==> src/rtl/pipe_ctrl.sv <==
// Pipeline hazard / exception controller: global stalls, load-use bubbles,
// branch redirects, miss-align and memory bus-timeout exceptions.
module pipe_ctrl #(
  parameter logic [31:0] EXC_VECTOR  = 32'h0000_0100,
  parameter logic [7:0]  MEM_TIMEOUT = 8'd255,
  parameter int          REG_ADDR_W  = 5,
  parameter int          WORD_ADDR_W = 32
) (
  input  logic                   clk,
  input  logic                   reset_,
  input  logic                   if_busy,
  input  logic                   mem_busy,
  input  logic [REG_ADDR_W-1:0]  id_ra_addr,
  input  logic [REG_ADDR_W-1:0]  id_rb_addr,
  input  logic                   id_ra_used,
  input  logic                   id_rb_used,
  input  logic                   ex_en,
  input  logic                   ex_load,
  input  logic [REG_ADDR_W-1:0]  ex_dst_addr,
  input  logic                   ex_gpr_we_,
  input  logic                   ex_br_taken,
  input  logic [WORD_ADDR_W-1:0] ex_br_addr,
  input  logic                   mem_en,
  input  logic                   miss_align,
  input  logic [WORD_ADDR_W-1:0] mem_pc,
  output logic                   if_stall,
  output logic                   id_stall,
  output logic                   ex_stall,
  output logic                   mem_stall,
  output logic                   if_flush,
  output logic                   id_flush,
  output logic                   ex_flush,
  output logic                   mem_flush,
  output logic                   pc_load,
  output logic [WORD_ADDR_W-1:0] new_pc,
  output logic [WORD_ADDR_W-1:0] epc,
  output logic [1:0]             exp_code,
  output logic                   exc_state
);

  typedef enum logic {RUN = 1'b0, EXC = 1'b1} state_e;

  state_e                 state_q;
  logic [7:0]             cnt_q;
  logic [WORD_ADDR_W-1:0] epc_q;
  logic [1:0]             expCode_q;

  logic gStall;
  logic timeoutHit;
  logic branchTaken;
  logic loadUse;

  assign gStall      = if_busy | mem_busy;
  // Fires on the cycle whose busy count would reach the limit.
  assign timeoutHit  = mem_busy && (({1'b0, cnt_q} + 9'd1) >= {1'b0, MEM_TIMEOUT});
  assign branchTaken = ex_en && ex_br_taken;
  assign loadUse     = ex_en && ex_load && !ex_gpr_we_ && (ex_dst_addr != '0) &&
                       ((id_ra_used && (id_ra_addr == ex_dst_addr)) ||
                        (id_rb_used && (id_rb_addr == ex_dst_addr)));

  always_comb begin
    if_stall  = 1'b0;
    id_stall  = 1'b0;
    ex_stall  = 1'b0;
    mem_stall = 1'b0;
    if_flush  = 1'b0;
    id_flush  = 1'b0;
    ex_flush  = 1'b0;
    mem_flush = 1'b0;
    pc_load   = 1'b0;
    new_pc    = '0;
    if (!reset_) begin
      pc_load = 1'b0;
    end else if (timeoutHit) begin
      mem_flush = 1'b1;
    end else if (gStall) begin
      if_stall  = 1'b1;
      id_stall  = 1'b1;
      ex_stall  = 1'b1;
      mem_stall = 1'b1;
    end else if (state_q == EXC) begin
      pc_load  = 1'b1;
      new_pc   = EXC_VECTOR[WORD_ADDR_W-1:0];
      if_flush = 1'b1;
      id_flush = 1'b1;
      ex_flush = 1'b1;
    end else if (mem_en && miss_align) begin
      if_flush = 1'b1;
      id_flush = 1'b1;
      ex_flush = 1'b1;
    end else if (branchTaken) begin
      pc_load  = 1'b1;
      new_pc   = ex_br_addr;
      if_flush = 1'b1;
      id_flush = 1'b1;
    end else if (loadUse) begin
      if_stall = 1'b1;
      id_flush = 1'b1;
    end
  end

  always_ff @(posedge clk or negedge reset_) begin
    if (!reset_) begin
      state_q   <= RUN;
      cnt_q     <= '0;
      epc_q     <= '0;
      expCode_q <= 2'b00;
    end else begin
      if (!mem_busy || timeoutHit) begin
        cnt_q <= '0;
      end else if (cnt_q < MEM_TIMEOUT) begin
        cnt_q <= cnt_q + 8'd1;
      end
      // Timeout outranks everything, including a pending miss-align.
      if (timeoutHit) begin
        epc_q     <= mem_pc;
        expCode_q <= 2'b10;
        state_q   <= EXC;
      end else if (!gStall) begin
        case (state_q)
          EXC: state_q <= RUN;
          RUN: begin
            if (mem_en && miss_align) begin
              epc_q     <= mem_pc;
              expCode_q <= 2'b01;
              state_q   <= EXC;
            end
          end
          default: state_q <= RUN;
        endcase
      end
    end
  end

  assign epc       = epc_q;
  assign exp_code  = expCode_q;
  assign exc_state = (state_q == EXC);

endmodule

==> config.mk <==
export PLATFORM = sky130hd
export DESIGN_NAME = pipe_ctrl
export DESIGN_NICKNAME = d
export VERILOG_FILES = /design/src/rtl/pipe_ctrl.sv
export SDC_FILE = /design/constraint.sdc
export NUM_CORES = 1
export LEC_CHECK = 0
export CAP_MARGIN = 20
export CELL_PAD_IN_SITES_DETAIL_PLACEMENT = 1
export CELL_PAD_IN_SITES_GLOBAL_PLACEMENT = 1
export CORE_ASPECT_RATIO = 0.7
export CORE_MARGIN = 5
export CORE_UTILIZATION = 29
export DETAILED_ROUTE_END_ITERATION = 12
export PLACE_DENSITY_LB_ADDON = 0.05
export SETUP_SLACK_MARGIN = 0.3
export SYNTH_ARGS = -nofsm -noshare
export SYNTH_HDL_FRONTEND = slang
export SYNTH_SLANG_ARGS = --single-unit
==> constraint.sdc <==
create_clock -name clk -period 6.1 [get_ports clk]
set_input_delay 1.22 -clock clk [delete_from_list [all_inputs] [get_ports clk]]
set_output_delay 1.22 -clock clk [all_outputs]
set_load 0.02 [all_outputs]
==> impl_results.md <==
* Min-Delay Startpoint: exp_code[0]$_DFFE_PN0P_
* Synthesis-to-layout area growth at 71.2%
* Adder-cell share of the synthesized area at 0.00944
* Antenna Cells at 0
* Layout cells sized above 1 at 0.130
* Vias per Instance at ~5.1
* Status: completed
* Post-CTS Setup Inserts at 0
* Clock share of power at 0.355
* DR WL/cell at around 20 um
* Post-route ant nets at 0
* Internal at roughly 0.59 mW
* Dpl ws at about 1.6 ns
* Mux cell area share after synthesis at 0
* P_leak at 1.73 nW
* Final nets at ~500
* CTS buffer count at 5
* Detailed Route Iter0 Violations at 124
* CTS root buf: clkbuf_16
* Final critical-path share of the clock period at 0.745
* CTS H-tree lvls at 2
* Post-CTS sizing at 0
* Initial antenna violation count at 1
* Hold crit path type: reg -> reg
* Syn_nets at 343
* Gate Count Post-Synth at 250
* Vias at between 2000 and 3000
* Slew margin rel. at 0.534
* Synth Register Bits at 43
* Comb power frac at 0.250
* Yosys top cell area share at 0.406
* Hold slack final at roughly 0.5 ns
* GR Overflow Total at 0
* WL final at ~10000 um
* Synth Area in Compound Gates at 0.295
* First-pass GRT wire length at 16500 um
* RSZ-0062 raised after global routing: false
* Hold Buf Count CTS at 0
* Worst endpoint data arrival time at roughly 3.3 ns
* Post-Syn Area per Cell at roughly 11 um^2
* Synth Cell Area at around 0.0027 mm^2
* Top-count cell post-synth: dfrtp_1
* Setup TNS at 0 ns
* Hold Fails Final Rpt at 0
* Pin count of the biggest net entering global routing at between 40 and 50
* IO Count at 167
* Clock Tree Buf Depth at 2
* Top post-synthesis cells by area: dfrtp_1 (41%), a221o_1 (12%), a22o_2 (12%)
* Power Density at about 170 mW/mm^2
* Seq/Total Area, Yosys at 0.406
* Via count of the first global-routing pass at ~2800
* Reg power frac at 0.396
* Worst hold stages at 1
* Final min period at roughly 4.5 ns
* Async S/R FF share, synth at 1.00
* Crit path kind: in -> out
* Pin slew with the least headroom to its limit at between 0.6 and 0.7 ns
* Synth Area in Simple Gates at 0.184
* Reg-to-reg endpoint: epc[31]$_DFFE_PN0P_
* GRT Util Overall at 0.182
* Core area at between 0.008 and 0.009 mm^2
* CP startpoint kind: input port
* Switching Fraction at 0.253
* Yosys warning total at 0
* # rows at 29
* Area leader, netlist: dfrtp_1
* Library cells used by synthesis at between 40 and 50
* FF-to-FF setup slack at roughly 3.5 ns
* Number of flops mapped to enable cells by yosys at 0
* Max-Cap Viols at 0
* Worst Skew at between 0.002 and 0.003 ns
* Commonest cells post-synth: dfrtp_1 (43), and2_1 (33), a221o_1 (32), a22o_2 (32), nor2_1 (15)
* Reg clk slew, reported paths at around 0.060 ns
* First-pass DRT Iterations at 5
* Starting density of the core at 0.294
* Fill count at 1026
* Reg2Reg Depth at 6
* Combinational family with the most area after synthesis: compound AO/OA/AOI/OAI gates
* Crit path required time at 4.88 ns
* Dominant synthesized flop cell: dfrtp_1
* Die extent in y at 90.0 um
* Width of the die at ~120 um
* Critical path endpoint category: output pin
* Crit Reg-Reg Startpoint: cnt_q[0]$_DFFE_PN0P_
* Worst Hold Endpoint: exp_code[0]$_DFFE_PN0P_
* Critical path fanouts, max at 3
* DIE AREA at approximately 0.011 mm^2
* Sw Pwr at between 0.2 and 0.25 mW
* VDD IR-drop max at slightly above 0.1 mV
* Clock Sink Count at between 40 and 50
* Clk_lat worst skew at 0.28 ns
* Final GP Congestion at between 0.7 and 0.8
* Detailed-placement wirelength estimate at a little under 8000 um
* IO Port Bufs at 166
* Worst setup margin at approximately 1.6 ns
* Detailed-route DRC error count at 0
* XOR/XNOR Fraction of Synth Area at 0.0529
* Fmax at 220 MHz
* Fin. max-slew vios at 0
* CTS tree: yes
* # setup viols final at 0
-- placed cells by master (no fill, tap or decap), types with 3 or more instances in the layout --
| cell | instances |
|---|---|
| xor2_1 | 11 |
| nand3_1 | 3 |
| xnor2_1 | 5 |
| o21ai_0 | 3 |
| nand2_1 | 10 |
| and2_1 | 33 |
| clkdlybuf4s50_1 | 165 |
| a21oi_1 | 3 |
| a22o_2 | 32 |
| dfrtp_1 | 43 |
| buf_4 | 5 |
| a221o_1 | 32 |
| clkbuf_16 | 5 |
| nor2_1 | 15 |
-- cell type report --
| type | count | area, um^2 | share of cell area |
|---|---|---|---|
| clock buffers | 8 | 156 | 0.0345 |
| flip-flops and latches | 43 | 1080 | 0.237 |
| inverters | 2 | 7.51 | 0.00166 |
| repair buffers | 171 | 1690 | 0.374 |
| multi-input cells | 185 | 1450 | 0.319 |
| well taps | 124 | 155 | 0.0342 |
-- registers in the layout, indices dropped and copies added, names as in the netlist --
signal and count:
cnt_q 8, exc_state 1, exp_code 2, epc 32
-- stage by stage --
step                      power, mW  utilization  instance area [um^2]  std cells
after floorplan               0.399            -                  2650        250
after global placement        0.512        0.487                  4380        525
after detailed placement      0.517        0.487                  4380        525
after CTS                     0.802        0.504                  4540        533
after global routing          0.829        0.504                  4540        533
final                         0.792        0.504                  4540        533
-- power by group through the flow --
stage,Combinational (mW),Clock (mW),Sequential [mW]
after floorplan,0.0676,0,0.331
after global placement,0.195,0,0.317
after detailed placement,0.198,0,0.318
after CTS,0.200,0.289,0.313
after global routing,0.211,0.302,0.316
final,0.198,0.281,0.313
-- logic make-up (layout without fill, tap and decap cells) --
family	Yosys count	in the layout
flip-flops	43	43
AO/OA/AOI/OAI	83	83
buffers and inverters	22	181
XOR/XNOR	16	16
AND/OR/NAND/NOR	84	84
adder cells (fa/ha/maj)	2	2
-- metal layers --
metal,part of all wire,global-route usage,wire length [um],vias up
li1,-,-,-,1271
met1,0.43,0.226,4460,1356
met2,0.51,0.318,5360,80
met3,0.051,0.0557,534,7
met4,0.0047,0.0246,49,2
met5,0.0012,0,13,-
-- worst max-delay path by stage --
| stage | end | startpoint |
|---|---|---|
| final | if_stall | ex_dst_addr[0] |
| after global routing | new_pc[30] | mem_busy |
| after CTS | if_stall | ex_dst_addr[0] |
| after detailed placement | if_stall | ex_dst_addr[0] |
| after global placement | if_stall | ex_dst_addr[0] |
| after floorplan | if_stall | ex_dst_addr[1] |
-- critical path: stages --
cell and delay, ns:
clkdlybuf4s50_1 0.47, xor2_1 0.18, nor4_1 0.33, and3_1 0.23, o211a_1 0.16, o211a_1 0.13
clkdlybuf4s50_1 0.60
Power figures use the tool's default switching activity.
